**config.mk**
```make
export PLATFORM = sky130hd
export DESIGN_NAME = cc_sched
export DESIGN_NICKNAME = d
export VERILOG_FILES = /design/src/rtl/cc_sched.sv
export SDC_FILE = /design/constraint.sdc
export NUM_CORES = 1
export LEC_CHECK = 0
export ABC_AREA = 1
export CAP_MARGIN = 20
export CORE_ASPECT_RATIO = 0.9
export CORE_MARGIN = 2
export CORE_UTILIZATION = 40
export CTS_CLUSTER_DIAMETER = 200
export DETAILED_ROUTE_END_ITERATION = 7
export PLACE_DENSITY_LB_ADDON = 0.05
export SYNTH_ARGS = -nofsm -noshare
export SYNTH_HDL_FRONTEND = slang
export SYNTH_SLANG_ARGS = --single-unit
```
**constraint.sdc**
```tcl
create_clock -name clk -period 2.5 [get_ports clk]
set_input_delay 0.75 -clock clk [delete_from_list [all_inputs] [get_ports clk]]
set_output_delay 0.75 -clock clk [all_outputs]
set_load 0.005 [all_outputs]
```
**src/rtl/cc_sched.sv**
```systemverilog
// cc_sched: sequential controller for the combinational CC datapath.
// Collects a six-beat operand burst, holds the operands on the dp_* ports,
// samples dp_out after a settle window and returns it with a one-cycle strobe.
// Build option: define CC_SCHED_MC2_EN to stretch the settle window to two
// cycles (datapath treated as a 2-cycle multicycle path).
module cc_sched #(
    parameter int unsigned NBEAT = 6
) (
    input  logic       clk,
    input  logic       rst_n,
    input  logic       in_valid,
    input  logic [3:0] in_n,
    input  logic [2:0] opt,
    input  logic       equ,
    output logic [3:0] dp_n0,
    output logic [3:0] dp_n1,
    output logic [3:0] dp_n2,
    output logic [3:0] dp_n3,
    output logic [3:0] dp_n4,
    output logic [3:0] dp_n5,
    output logic [2:0] dp_opt,
    output logic       dp_equ,
    input  logic [9:0] dp_out,
    output logic       out_valid,
    output logic [9:0] out_n,
    output logic       busy,
    output logic       err
);

    localparam int unsigned NIB_W  = 4;
    localparam int unsigned OPT_W  = 3;
    localparam int unsigned RES_W  = 10;
    localparam int unsigned BEAT_W = 3;
    localparam int unsigned WAIT_W = 1;
    localparam int unsigned ST_W   = 2;

`ifdef CC_SCHED_MC2_EN
    localparam int unsigned EXEC_CYC = 2;
`else
    localparam int unsigned EXEC_CYC = 1;
`endif

    localparam logic [ST_W-1:0] S_IDLE = 2'd0;
    localparam logic [ST_W-1:0] S_LOAD = 2'd1;
    localparam logic [ST_W-1:0] S_EXEC = 2'd2;
    localparam logic [ST_W-1:0] S_OUT  = 2'd3;

    logic [ST_W-1:0]   r_state;
    logic [BEAT_W-1:0] r_beat;
    logic [WAIT_W-1:0] r_wait;
    logic [NIB_W-1:0]  r_op [NBEAT];
    logic [OPT_W-1:0]  r_opt;
    logic              r_equ;
    logic [RES_W-1:0]  r_out_n;
    logic              r_out_valid;
    logic              r_busy;
    logic              r_err;

    logic [ST_W-1:0]   w_state_nxt;
    logic [BEAT_W-1:0] w_beat_nxt;
    logic [WAIT_W-1:0] w_wait_nxt;
    logic              w_cap;
    logic [BEAT_W-1:0] w_cap_idx;
    logic              w_cap_mode;
    logic [RES_W-1:0]  w_out_n_nxt;
    logic              w_out_valid_nxt;
    logic              w_busy_nxt;
    logic              w_err_nxt;

    // Next-state, capture control and next output values.
    always_comb begin
        w_state_nxt     = r_state;
        w_beat_nxt      = r_beat;
        w_wait_nxt      = r_wait;
        w_cap           = 1'b0;
        w_cap_idx       = '0;
        w_cap_mode      = 1'b0;
        w_out_n_nxt     = '0;
        w_out_valid_nxt = 1'b0;
        w_err_nxt       = 1'b0;

        case (r_state)
            S_IDLE: begin
                if (in_valid) begin
                    w_cap       = 1'b1;
                    w_cap_idx   = '0;
                    w_cap_mode  = 1'b1;
                    w_beat_nxt  = BEAT_W'(1);
                    w_state_nxt = S_LOAD;
                end
            end
            S_LOAD: begin
                if (in_valid) begin
                    w_cap     = 1'b1;
                    w_cap_idx = r_beat;
                    if (r_beat == BEAT_W'(NBEAT - 1)) begin
                        w_beat_nxt  = '0;
                        w_wait_nxt  = '0;
                        w_state_nxt = S_EXEC;
                    end else begin
                        w_beat_nxt = r_beat + BEAT_W'(1);
                    end
                end else begin
                    // Burst dropped early: flag it and discard the job.
                    w_err_nxt   = 1'b1;
                    w_beat_nxt  = '0;
                    w_state_nxt = S_IDLE;
                end
            end
            S_EXEC: begin
                // in_valid is ignored here; operands stay frozen on dp_*.
                if (r_wait == WAIT_W'(EXEC_CYC - 1)) begin
                    w_out_n_nxt     = dp_out;
                    w_out_valid_nxt = 1'b1;
                    w_wait_nxt      = '0;
                    w_state_nxt     = S_OUT;
                end else begin
                    w_wait_nxt = r_wait + WAIT_W'(1);
                end
            end
            S_OUT: begin
                // A beat here is beat 0 of the next job, so back-to-back
                // jobs overlap the result cycle with the first beat.
                if (in_valid) begin
                    w_cap       = 1'b1;
                    w_cap_idx   = '0;
                    w_cap_mode  = 1'b1;
                    w_beat_nxt  = BEAT_W'(1);
                    w_state_nxt = S_LOAD;
                end else begin
                    w_state_nxt = S_IDLE;
                end
            end
            default: begin
                w_state_nxt = S_IDLE;
            end
        endcase

        w_busy_nxt = (w_state_nxt == S_LOAD) || (w_state_nxt == S_EXEC);
    end

    // FSM state and counters.
    always_ff @(posedge clk or negedge rst_n) begin
        if (!rst_n) begin
            r_state <= S_IDLE;
            r_beat  <= '0;
            r_wait  <= '0;
        end else begin
            r_state <= w_state_nxt;
            r_beat  <= w_beat_nxt;
            r_wait  <= w_wait_nxt;
        end
    end

    // Operand/mode capture and registered result outputs.
    always_ff @(posedge clk or negedge rst_n) begin
        if (!rst_n) begin
            for (int k = 0; k < NBEAT; k++) begin
                r_op[k] <= '0;
            end
            r_opt       <= '0;
            r_equ       <= 1'b0;
            r_out_n     <= '0;
            r_out_valid <= 1'b0;
            r_busy      <= 1'b0;
            r_err       <= 1'b0;
        end else begin
            for (int k = 0; k < NBEAT; k++) begin
                if (w_cap && (w_cap_idx == BEAT_W'(k))) begin
                    r_op[k] <= in_n;
                end
            end
            if (w_cap_mode) begin
                r_opt <= opt;
                r_equ <= equ;
            end
            r_out_n     <= w_out_n_nxt;
            r_out_valid <= w_out_valid_nxt;
            r_busy      <= w_busy_nxt;
            r_err       <= w_err_nxt;
        end
    end

    assign dp_n0     = r_op[0];
    assign dp_n1     = r_op[1];
    assign dp_n2     = r_op[2];
    assign dp_n3     = r_op[3];
    assign dp_n4     = r_op[4];
    assign dp_n5     = r_op[5];
    assign dp_opt    = r_opt;
    assign dp_equ    = r_equ;
    assign out_n     = r_out_n;
    assign out_valid = r_out_valid;
    assign busy      = r_busy;
    assign err       = r_err;

endmodule

```
-- Word-level counts from Yosys, hierarchy flattened
Cells that the tools add are included.
- output and inout port bits: 41
- bits in registers: 47
- bits of input ports: 21
- eq/ne operators: 14
- $add $sub $neg: 2
- reductions and logical operators: 15
- muxes and demuxes: 25
- operators by type and width (kind ; count):
    two-way mux 10 bit ; 2
    two-way mux 3 bit ; 5
    two-way mux 1 bit ; 11
    equality test 3 bit, second input constant ; 3
    two-way mux 2 bit ; 4
    one-hot mux 2 bit (4 select lines) ; 1
    equality test 2 bit, second input constant ; 3
    equality test 3 x 2 -> 1 bit, second input constant ; 2
    logical AND 1 bit ; 6
    one-hot mux 3 bit (2 select lines) ; 1
    equality test 2 x 1 -> 1 bit, second input constant ; 2
    inequality test 2 bit, second input constant ; 2
    nonzero test 2 bit ; 2
    adder 3 x 1 -> 3 bit, second input constant ; 1
    equality test 3 x 1 -> 1 bit, second input constant ; 1
    zero test 3 bit ; 1
    AND reduction 3 bit ; 1
    OR reduction 3 bit ; 1
    zero test 2 bit ; 1
    inequality test 2 x 1 -> 1 bit, second input constant ; 1
    one-hot mux 1 bit (2 select lines) ; 1
    AND reduction 2 bit ; 1
    OR reduction 2 bit ; 1
    adder 1 bit, second input constant ; 1
    logical OR 1 bit ; 1

-- Depth between registers and ports, before layout
Gate-level depths: netlist of the first run.
- depth in word-level cells: 6
- gate-level depth with buffers: 11
- gate-level depth less buffers: 11

-- Least setup slack after synthesis of the first run
Ideal clock, no wire load.
- kind: input port to flip-flop
- from: in in_valid
- to: reg r_op, in the netlist dp_n1[0]
- data required time: 2373 ps
- setup slack: 1008 ps
- stages: 8
- arrival time: 1365 ps
- path through: nand2_1 -> inv_2 -> nand2_4 -> nand2_2 -> inv_4 -> nand4_2 -> nand2_1 -> o21ai_0
- cells in the longest elaborated chain, start to end: 4
- ends and longest elaborated chain (what ; line ; text):
    from (decl) ; 11 ; input logic in_valid,
    two-way mux 3 bit ; 93 ; if (in_valid) begin
    two-way mux 3 bit ; - ;
    equality test 3 x 1 -> 1 bit ; 169 ; if (w_cap && (w_cap_idx == BEAT_W'(k))) begin
    logical AND 1 bit * ; 169 ;
    to (signal, indexed assignment) ; 170 ; r_op[k] <= in_n;
    to (decl) ; 51 ; logic [NIB_W-1:0] r_op [NBEAT];
Mark *: on every way between the ends. The rest lies on a longest branch, timed or not.
A chain may end at the register's enable or synchronous reset.

-- Final worst setup path of the first run
- from: reg r_op, in the netlist dp_n4[1]
- to: out dp_n4[1]
- RTL lines (what ; line ; text):
    to (decl) ; 19 ; output logic [3:0] dp_n4,
No word-level cell between the ends.

==> results, run 1 <==
- Along the worst path, the maximum fanout reaches 2.
- The number of gates resized after CTS is 0.
- The worst IR drop on VDD is approximately 0.40 mV.
- The layout overhead on the synthesized area is 43.59%.
- The arrival time of data at the critical path endpoint is ~1.2 ns.
- The final count of pins violating max slew was 0.
- The number of global-route vias before repair is about 1400.
- The initial antenna violation count is 0.
- In this run the number of H-tree levels came out at 2.
- The total overflow left after global routing is 0.
- The number of optimization iterations in the first detailed-route pass is 4.
- The number of remaining DRC errors is 0.
- Ranked by total cell area, the synthesized netlist is headed by dfrtp_1 (61%), nand2_1 (13%), inv_1 (5.6%).
- The antenna diode instance count is 0.
- In the final timing run, aggregate negative setup slack is 0 ns.
- The number of nets still failing antenna checks after routing is 0.
- The detailed router finished its first iteration with 110 violations.
- The worst setup path is captured at a primary output.
- The slowest stage of the critical path is the clkdlybuf4s50_1 cell.
- The critical path buffer and inverter count is 1.
- The flow ran to the end, and the final reports show no timing, DRC or antenna violations.
- The weighted congestion reported at the end of routability-driven placement is around 0.75.
- The kind of cell with the highest combined delay on the critical path is buffers and inverters.
- Summing every instance area after synthesis gives 1874 µm².
- The initial standard-cell utilization of the core is between 40% and 50%.
- The post-CTS clock slew at the launch and capture registers of the worst setup and hold paths is roughly 0.090 ns.
- The number of sinks on the clock net is 46.
- The wire-length estimate of the detail-placed layout is around 3 mm.
- The area of all placed cells without fillers is roughly 2700 µm².
- The first-pass GRT wire length is around 6.5 mm.
- Wires add up to 3.916 mm.
- The register area share after synthesis is between 60% and 70%.
- Leaving out fill and tap cells, the most frequent cell in the layout is nand2_1.
- The final critical path takes up a little under 80% of the cycle.
- The number of warning messages in the yosys log is 0.
- The placed standard-cell area is about 2600 µm².
- The number of gates on the worst path with buffers counted is 1.
- Clock skew on the completed layout was measured at slightly above 0.009 ns.
- The share of final-layout standard cells stronger than drive strength 1 is 8.582%.
- The hold violation count in the final report came to 0.
- The number of nets in the synthesized netlist is between 200 and 250.
- The global-route usage over all layers is between 15 and 20%.
- The CTS tree is yes.
- The worst setup path is launched from a register.
- Entering global routing, the biggest net connects 27 pins.
- After detailed routing, the average wire length per cell comes to roughly 12 µm.
- The transition at the pin with the smallest max-transition slack is just under 0.5 ns.
- The signal on the critical path passes through clkdlybuf4s50_1.
- Clock latency on the worst-skew pair, taken at its later pin, is 0.29 ns.
- The floorplan step set the die height to around 70 µm.
- The placeable core region is between 4000 and 5000 µm².
- The number of cells on the worst reg-to-reg path is 9.
- STA puts the critical path data required time at between 1.5 and 2 ns.
- Clock tree synthesis selected as its root buffer the cell clkbuf_8.
- Input and output buffers added on the ports amount to 61.
- Averaged over all synthesized cells, the footprint is around 9.5 µm².
- The share of the synthesized area in the top cell type is 61.42%.
- dfrtp_1 takes more of the synthesized area than any other cell.
- Synthesis inferred 46 register bits.
- The number of buffers created by CTS is 5.
- The final net count is just under 300.
- The netlist uses 20 different library cells.
- Subtracting the final worst setup slack from the clock period gives between 1.5 and 2 ns.
- In this run the post-CTS setup repair buffer count came out at 0.
- The power per cell area is 1022 nW/µm².
- The floorplan die width is between 70 and 80 µm.
- Derived from the worst setup path, the maximum achievable clock frequency is 519.0 MHz.
- The layout has ~400 filler cells.
- The number of vias after detailed routing is 1433.
- The remaining max-slew budget at the tightest pin is about two thirds.
- The per-cell via count in the routed design is about 4.3.
- In the layout the commonest cells are nand2_1 (64), clkdlybuf4s50_1 (60), dfrtp_1 (46), inv_1 (28), o21ai_0 (17).
- Synthesis produced a netlist whose cell count is a little under 200.
- The number of ports placed on the die boundary is slightly above 60.
- The maximum number of buffers from clock root to sink is 2.
- Setup repair after global routing left no endpoint under its margin.
- The critical path start-end classification is reg -> out.
- The die area is around 5300 µm².
- Hold repair after CTS inserted 0 buffers.
- The site row count is 23.
- Max-cap violations in this run came to 0.
- The final hold slack is between 0.4 and 0.5 ns.
- The stage delay of the slowest cell on the critical path is 0.51 ns.
- In this run the static leakage power is 1.370 nW.
- The tightest min-delay check is of the in -> async type.
- The count of endpoints failing setup in the final report is 0.
kinds of logic (layout without fill, tap and decap cells):
group / Yosys count / after routing / share of synthesized area (%)
AO/OA/AOI/OAI: 34 / 34 / 9.412
adder cells (fa/ha/maj): 5 / 5 / 3.338
buffers and inverters: 31 / 101 / 6.342
flip-flops: 46 / 46 / 61.42
AND/OR/NAND/NOR: 82 / 82 / 19.49
report_power, final:
part           internal [mW]  leakage [nW]  switching (mW)
Sequential             0.995         0.604           0.167
Combinational          0.586         0.714           0.467
Clock                  0.298        0.0514           0.238
layer usage:
layer  GRT usage [%]  vias up  part of all wire [%]  wire length, µm
met1           20.89      637                    45             1770
met5               0        -                     0                0
met4           5.455        0                  0.74               29
met2           27.12       41                    47             1854
met3           5.339        4                   6.7              262
li1                -      751                     -                -
through the flow:
step	worst slack, ns	util [%]	power [mW]	cells
2_1_floorplan	1.008	-	1.631	198
3_3_place_gp	0.3480	57.50	2.233	322
3_5_place_dp	0.3047	57.50	2.242	322
4_1_cts	0.5558	59.95	2.793	330
5_1_grt	0.4581	59.95	2.975	330
6_report	0.5731	59.95	2.750	330
state kept, by name, indices dropped and copies added (netlist names), 2 cells and up:
register and count:
dp_n3 4, dp_opt 3, dp_n1 4, dp_n5 4, r_beat 3, dp_n4 4, r_state 2, dp_n0 4
out_n 10, dp_n2 4
area by class of cell:
type | count | area, µm² | share of cell area, %
clock inverters | 2 | 37.54 | 1.395
clock buffers | 6 | 72.57 | 2.696
flip-flops and latches | 46 | 1151 | 42.77
repair buffers | 63 | 633.1 | 23.52
multi-input cells | 121 | 604.3 | 22.45
well taps | 62 | 77.57 | 2.882
inverters | 30 | 115.1 | 4.277
final timing paths:
check / start / end / slack [ns]
worst max-delay path: dp_n4[1] / dp_n4[1] / 0.57
worst min-delay path: rst_n / dp_n5[2] / 0.42
worst max register to register: r_state[1] / dp_n2[0] / 0.85
worst min register to register: dp_opt[1] / dp_opt[1] / 0.47
max in group asynchronous: rst_n / out_n[0] / 1.58
min in group clk: dp_opt[1] / dp_opt[1] / 0.47
Yosys cell counts:
library cell	instances
nand2_4	1
o21ai_1	11
nand4_2	3
a21oi_2	1
a21oi_1	3
nor2_1	5
dfrtp_1	46
nor3_1	2
inv_1	28
clkbuf_1	1
o22ai_1	2
inv_2	1
nor2_4	1
nand3_1	1
nor2_2	1
o21ai_0	17
nand2_1	64
ha_1	5
inv_4	1
nand2_2	4
Power figures use the tool's default switching activity.
==> run 2, diff against run 1 <==
==> constraint.sdc (replaced) <==
create_clock -name clk -period 2 [get_ports clk]
set_input_delay 0.6 -clock clk [delete_from_list [all_inputs] [get_ports clk]]
set_output_delay 0.6 -clock clk [all_outputs]
set_load 0.005 [all_outputs]
==> results, run 2 (same netlist as run 1, synthesis figures left out) <==
- The area of all placed cells without fillers is between 2000 and 3000 µm².
- Across the routed clock network, the largest skew measured is around 0.0085 ns.
- The post-placement cell count is approximately 320.
- The number of antenna diodes in the final layout is 0.
- between 60 and 70 I/O pins were placed.
- The maximum fanout encountered on the critical timing path is 2.
- The routed design could run at a clock period as short as about 1.8 ns.
- Compared with the post-synthesis result, the final layout area differs by 42.66%.
- After clock tree synthesis, the clock-pin slew on the worst setup and hold paths is 0.09 ns.
- In the post-route analysis, the smallest setup slack over all paths is around 0.2 ns.
- Setup total negative slack on the finished layout was measured at 0 ns.
- The number of optimization iterations in the first detailed-route pass is 5.
- The global-route usage over all layers is around 16%.
- The number of gates resized after CTS is 0.
- The number of nets still failing antenna checks after routing is 0.
- The per-cell via count in the routed design is ~4.4.
- The maximum frequency from static timing analysis is 554.7 MHz.
- Before CTS, the worst setup slack after placement is 0.05515 ns.
- In this design, the stage delay of the slowest critical-path cell is between 0.5 and 0.6 ns.
- The static leakage is around 1.4 nW.
- Of the cells placed in the final design, the portion with a size suffix greater than 1 is 9.630%.
- Headroom to the max-slew limit came out at 70.38%.
- Entering global routing, the biggest net connects 25 pins.
- The flip-flop count of the largest register, all copies and words added is 10.
- The number of cells on the worst reg-to-reg path is 10.
- The placed standard-cell area is approximately 2600 µm².
- The kind of start point of the critical path is a register.
- The number of sinks on the clock net is 46.
- Counting along the longest clock path gives a buffer depth of 2.
- The final count of pins violating max slew was 0.
- The hold violation count in the final report is 0.
- IR analysis of the VDD net gives a maximum drop of 0.5575 mV.
- The initial antenna violation count is 0.
- The final layout contains routed wiring with a total length of 3.927 mm.
- The floorplan step set the die height to 68.94 µm.
- The count of port buffers added during placement is 61.
- The flow ran to the end, and the final reports show no timing, DRC or antenna violations.
- The die area is roughly 5300 µm².
- The post-detailed-placement half-perimeter wirelength is 2.921 mm.
- The number of setup buffers added after CTS is 0.
- The count of endpoints failing setup in the final report is 0.
- The kind of cell with the highest combined delay on the critical path is buffers and inverters.
- The floorplan die width is approximately 76 µm.
- Clock tree synthesis selected as its root buffer the cell clkbuf_8.
- The total overflow left after global routing is 0.
- The top cell types in the final layout, fill and taps aside, are nand2_1 (64), clkdlybuf4s50_1 (60), dfrtp_1 (46), inv_1 (28), o21ai_0 (17).
- Power comes to approximately 3.3 mW.
- STA classifies the critical path endpoint as a primary output.
- For this run, design rule violations remaining after detail routing come to 0.
- At the worst endpoint, the arrival time is 1.20 ns.
- In this run the register-to-register setup slack is around 0.39 ns.
- At the pin with the least slew margin, the transition time is approximately 0.44 ns.
- The weighted congestion reported at the end of routability-driven placement is approximately 0.76.
- The floorplan has 23 rows.
- The critical path buffer and inverter count is 1.
- The critical register-to-register path endpoint is dp_n1[1].
- In this run the critical register-to-register path is launched from r_state[1].
- The clock insertion delay at the later pin of the skew report is roughly 0.3 ns.
- The worst setup path is of the reg -> out kind.
- The most common library cell in the layout ignoring fill and taps is nand2_1.
- The signal on the critical path passes through clkdlybuf4s50_1.
- The first routing iteration left 69 violations.
- The first global-routing pass estimated 6.444 mm of wire.
- Setup repair after global routing left no endpoint under its margin.
- The final net count is ~300.
- The max-cap violation count is 0.
- The initial standard-cell utilization of the core is about two fifths.
- After filler insertion, the fill cell instance count of the layout stands at 421.
- The number of buffers created by CTS is 5.
- After layout, the worst path uses about nine tenths of the clock period.
- The number of global-route vias before repair is 1423.
- Summing over every cut layer, the via total after detailed routing is 1457.
- The placeable core region is approximately 4500 µm².
- Dividing the detail-routed wire length by the instance count gives roughly 12 µm.
- The cell with the largest stage delay on the worst path is clkdlybuf4s50_1.
- The finished layout holds roughly 330 standard cells, fillers aside.
- STA puts the critical path data required time at around 1.4 ns.
- In this run, post-CTS hold repair placed 0 buffers.
- The tightest min-delay check is of the in -> async type.
- The CTS tree is yes.
- The power per cell area is between 1000 and 1500 nW/µm².
- CTS built an H-tree with a depth of 2.
-- run 2: cell types whose count changed in the layout (fill, tap and decap cells not counted), sizes merged --
| cell | delta |
|---|---|
| buf | +2 |
| clkinv | +2 |
| bufinv | -1 |
| clkbuf | -1 |
-- run 2: how the worst max path moves through the flow --
stage | startpoint | endpoint | depth (start not counted)
floorplan | r_state[0] | r_beat[1] | 6
global placement | in_valid | dp_n2[3] | 9
detailed placement | in_valid | dp_n1[1] | 9
CTS | dp_n2[1] | dp_n2[1] | 1
global route | dp_n2[1] | dp_n2[1] | 1
finish | dp_n2[1] | dp_n2[1] | 1
-- run 2: final cells by class --
type,instances,area (µm²),share of cell area (%)
multi-input cells,121,604.3,22.60
inverters,30,115.1,4.305
repair buffers,65,635.6,23.77
clock buffers,5,68.82,2.574
clock inverters,3,21.27,0.7955
flip-flops and latches,46,1151,43.05
well taps,62,77.57,2.901
-- run 2: metal layers --
layer	global-route usage [%]	vias to the layer above	part of all wire, %
met2	26.23	51	45
li1	-	761	-
met5	0	-	0
met3	6.641	4	7.8
met1	19.65	641	46
met4	6.136	0	0.81
-- run 2: report_power, final --
group / internal (mW) / switching (mW) / leakage [nW]
clock network: 0.246 / 0.311 / 0.0441
logic: 0.733 / 0.585 / 0.719
registers: 1.24 / 0.214 / 0.604
total: 2.22 / 1.11 / 1.37
-- run 2: stage by stage --
stage	hold WS [ns]	utilization [%]
after global routing	0.2934	59.56
after global placement	0.4684	57.55
after floorplan	0.3044	-
after CTS	0.2828	59.56
after detailed placement	0.4654	57.55
final	0.2775	59.56
==> run 3, diff against run 2 <==
--- a/config.mk
+++ b/config.mk
@@ -10,9 +10,12 @@
 export CORE_ASPECT_RATIO = 0.9
 export CORE_MARGIN = 2
 export CORE_UTILIZATION = 40
+export CTS_BUF_LIST = sky130_fd_sc_hd__clkbuf_8
 export CTS_CLUSTER_DIAMETER = 200
+export CTS_CLUSTER_SIZE = 8
 export DETAILED_ROUTE_END_ITERATION = 7
 export PLACE_DENSITY_LB_ADDON = 0.05
+export REMOVE_ABC_BUFFERS = 1
 export SYNTH_ARGS = -nofsm -noshare
 export SYNTH_HDL_FRONTEND = slang
 export SYNTH_SLANG_ARGS = --single-unit
==> results, run 3 (same netlist as run 1, synthesis figures left out) <==
- The flow ran to the end, and the final reports show no timing, DRC or antenna violations.
- Of all nets on the critical path, the largest fanout is 2.
- The number of buffers created by CTS is 5.
- In this run the worst setup path terminates at dp_n3[2].
- The library cells used most frequently in the layout, excluding fill and tap cells, are nand2_1 (64), clkdlybuf4s50_1 (60), dfrtp_1 (46), inv_1 (28), o21ai_0 (17).
- During placement, the flow inserted port buffers numbering 61.
- The number of global-route vias before repair is around 1400.
- The tool flagged a number of max-cap violations equal to 0.
- For the worst-skew pair, the clock arrives at the later sink with an insertion delay of around 0.3 ns.
- The setup fix buffers added after clock tree synthesis is 0.
- The floorplan step set the die width to approximately 76 µm.
- The initial antenna violation count came to 0.
- The final worst-path cycle share is around nine tenths.
- The critical path buffer and inverter count is 1.
- The clock share of power is between 10% and 20%.
- The H-tree generated during clock tree synthesis spans 2 levels.
- The global-route usage over all layers is roughly 16%.
- Gates resized during post-CTS repair numbered 0.
- The endpoint type of the worst setup path is a primary output.
- The number of nets still failing antenna checks after routing is 0.
- The share of final-layout standard cells stronger than drive strength 1 is a little under a tenth.
- The worst setup path startpoint is dp_n3[2].
- The hold violation count in the final report was 0.
- TritonCTS built the clock tree.
- The path category of the worst min-delay check is in -> async.
- The average routed wire per standard cell is about 12 µm.
- The kind of start point of the critical path is a register.
- The worst IR drop on VDD is 0.6027 mV.
- In this run the core area contains 23 standard-cell rows.
- The area of all placed cells without fillers is roughly 2700 µm².
- The die is ~70 µm tall.
- The static leakage is around 1.4 nW.
- The part of the total power dissipated in sequential elements is a little over two fifths.
- Hold repair after CTS inserted 0 buffers.
- The register with the most flip-flops in the layout has 10 of them.
- The cell family contributing the most delay on the critical path is buffers and inverters.
- The slack of the worst reg-to-reg path is between 0.3 and 0.4 ns.
- The weighted congestion reported at the end of routability-driven placement is between 0.7 and 0.8.
- The layout overhead on the synthesized area is 43.52%.
- For this run, the detailed router's first-pass iteration total came to 4.
- The post-detailed-placement half-perimeter wirelength is between 2 and 3 mm.
- The placed standard-cell area is around 2600 µm².
- Entering global routing, the biggest net connects 47 pins.
- The total area inside the core boundary comes to ~4500 µm².
- The analysis attributes to net switching a power of between 1 and 1.5 mW.
- Wires add up to between 3 and 4 mm.
- The final route contains 1476 vias.
- The library cell used most frequently in the layout, excluding fill and tap cells, is nand2_1.
- The worst clock skew is 0.005693 ns.
- The number of sinks on the clock net is 46.
- The filler cells instantiated in the layout total 419.
- The maximum number of buffers from clock root to sink is 2.
- The DRC marker count from the first detailed-route iteration is between 70 and 80.
- Clock-pin slew was measured on the worst setup and hold paths at ~0.090 ns.
- Setup violations remaining at the end of the flow were counted as 0.
- The required time of the worst setup path is around 1.4 ns.
- The final count of pins violating max slew was 0.
- The critical path start-end classification is reg -> out.
- Total power for the finished layout comes to roughly 3.5 mW.
- The worst pin sits at a relative slew slack of 62.37%.
- Setup repair after global routing left no endpoint under its margin.
- The initial standard-cell utilization of the core is between 40% and 50%.
- The first-pass GRT wire length is between 6 and 7 mm.
- The summed negative setup slack over all endpoints is 0 ns.
- The transition at the pin with the smallest max-transition slack is 0.5644 ns.
- The per-cell via count in the routed design is around 4.5.
- The internal power of the cells totals 2.346 mW.
- Data arrives at the worst endpoint at roughly 1.2 ns.
- Dividing total power by cell area gives a power density of roughly 1300 nW/µm².
- At the end of the flow, the number of nets in the layout was ~290.
- The worst register-to-register path has a depth of 10.
- The startpoint identified for the worst register-to-register timing path is r_state[1].
- The final critical-path required period is around 1.8 ns.
- The die area is 5250 µm².
- The root cell of the clock tree is clkbuf_8.
- The critical register-to-register path endpoint is dp_n1[1].
- The antenna diode instance count is 0.
- The combinational power share is 37.9%.
- In the routed design, unresolved DRC markers number 0.
- The critical path goes through clkdlybuf4s50_1.
- The maximum frequency from static timing analysis is 561.1 MHz.
- The net switching share of the total power is 32.11%.
- During I/O placement, the number of pins put on the boundary was 62.
- The final global-route overflow total is 0.
- In this run the number of cells on the critical path is 1.
- The cell with the largest stage delay on the worst path is clkdlybuf4s50_1.
- The stage delay of the slowest cell on the critical path is between 0.5 and 0.6 ns.
==> run 3: layer usage <==
layer | vias to the layer above | share of wire, % | track usage, %
met2 | 36 | 45 | 25.33
met3 | 6 | 5.2 | 4.557
met4 | 0 | 1.6 | 6.818
li1 | 758 | - | -
met5 | - | 0 | 0
met1 | 676 | 49 | 22.03
==> run 3: stage by stage <==
step	utilization (%)	std cells	hold WS (ns)	setup slack, ns
6_report	59.92	331	0.3742	0.2179
3_5_place_dp	57.39	323	0.4635	0.04888
4_1_cts	59.92	331	0.3974	0.2100
3_3_place_gp	57.39	323	0.4600	0.06977
2_1_floorplan	-	197	0.3044	0.5496
5_1_grt	59.92	331	0.4306	0.1759
==> run 3: worst min-delay path by stage <==
stage | slack, ns | to | startpoint
2_1_floorplan | 0.30 | busy | rst_n
3_3_place_gp | 0.46 | dp_opt[2] | dp_opt[2]
3_5_place_dp | 0.46 | dp_opt[0] | dp_opt[0]
4_1_cts | 0.40 | dp_n0[3] | rst_n
5_1_grt | 0.43 | dp_n0[3] | rst_n
6_report | 0.37 | out_n[4] | rst_n
==> run 3: layout make-up <==
type	instances	area (µm²)	share of cell area, %
timing repair buffer	64	628.1	23.35
sequential	46	1151	42.79
inverter	30	115.1	4.279
multi-input combinational	121	604.3	22.47
clock inverter	3	45.04	1.674
clock buffer	5	68.82	2.558
tap	62	77.57	2.884
==> run 3: power by group through the flow <==
stage	Sequential [mW]	Clock (mW)	Combinational, mW
2_1_floorplan	1.47	0	0.564
3_3_place_gp	1.47	0	1.31
3_5_place_dp	1.47	0	1.33
4_1_cts	1.45	0.709	1.33
5_1_grt	1.50	0.742	1.48
6_report	1.46	0.687	1.31
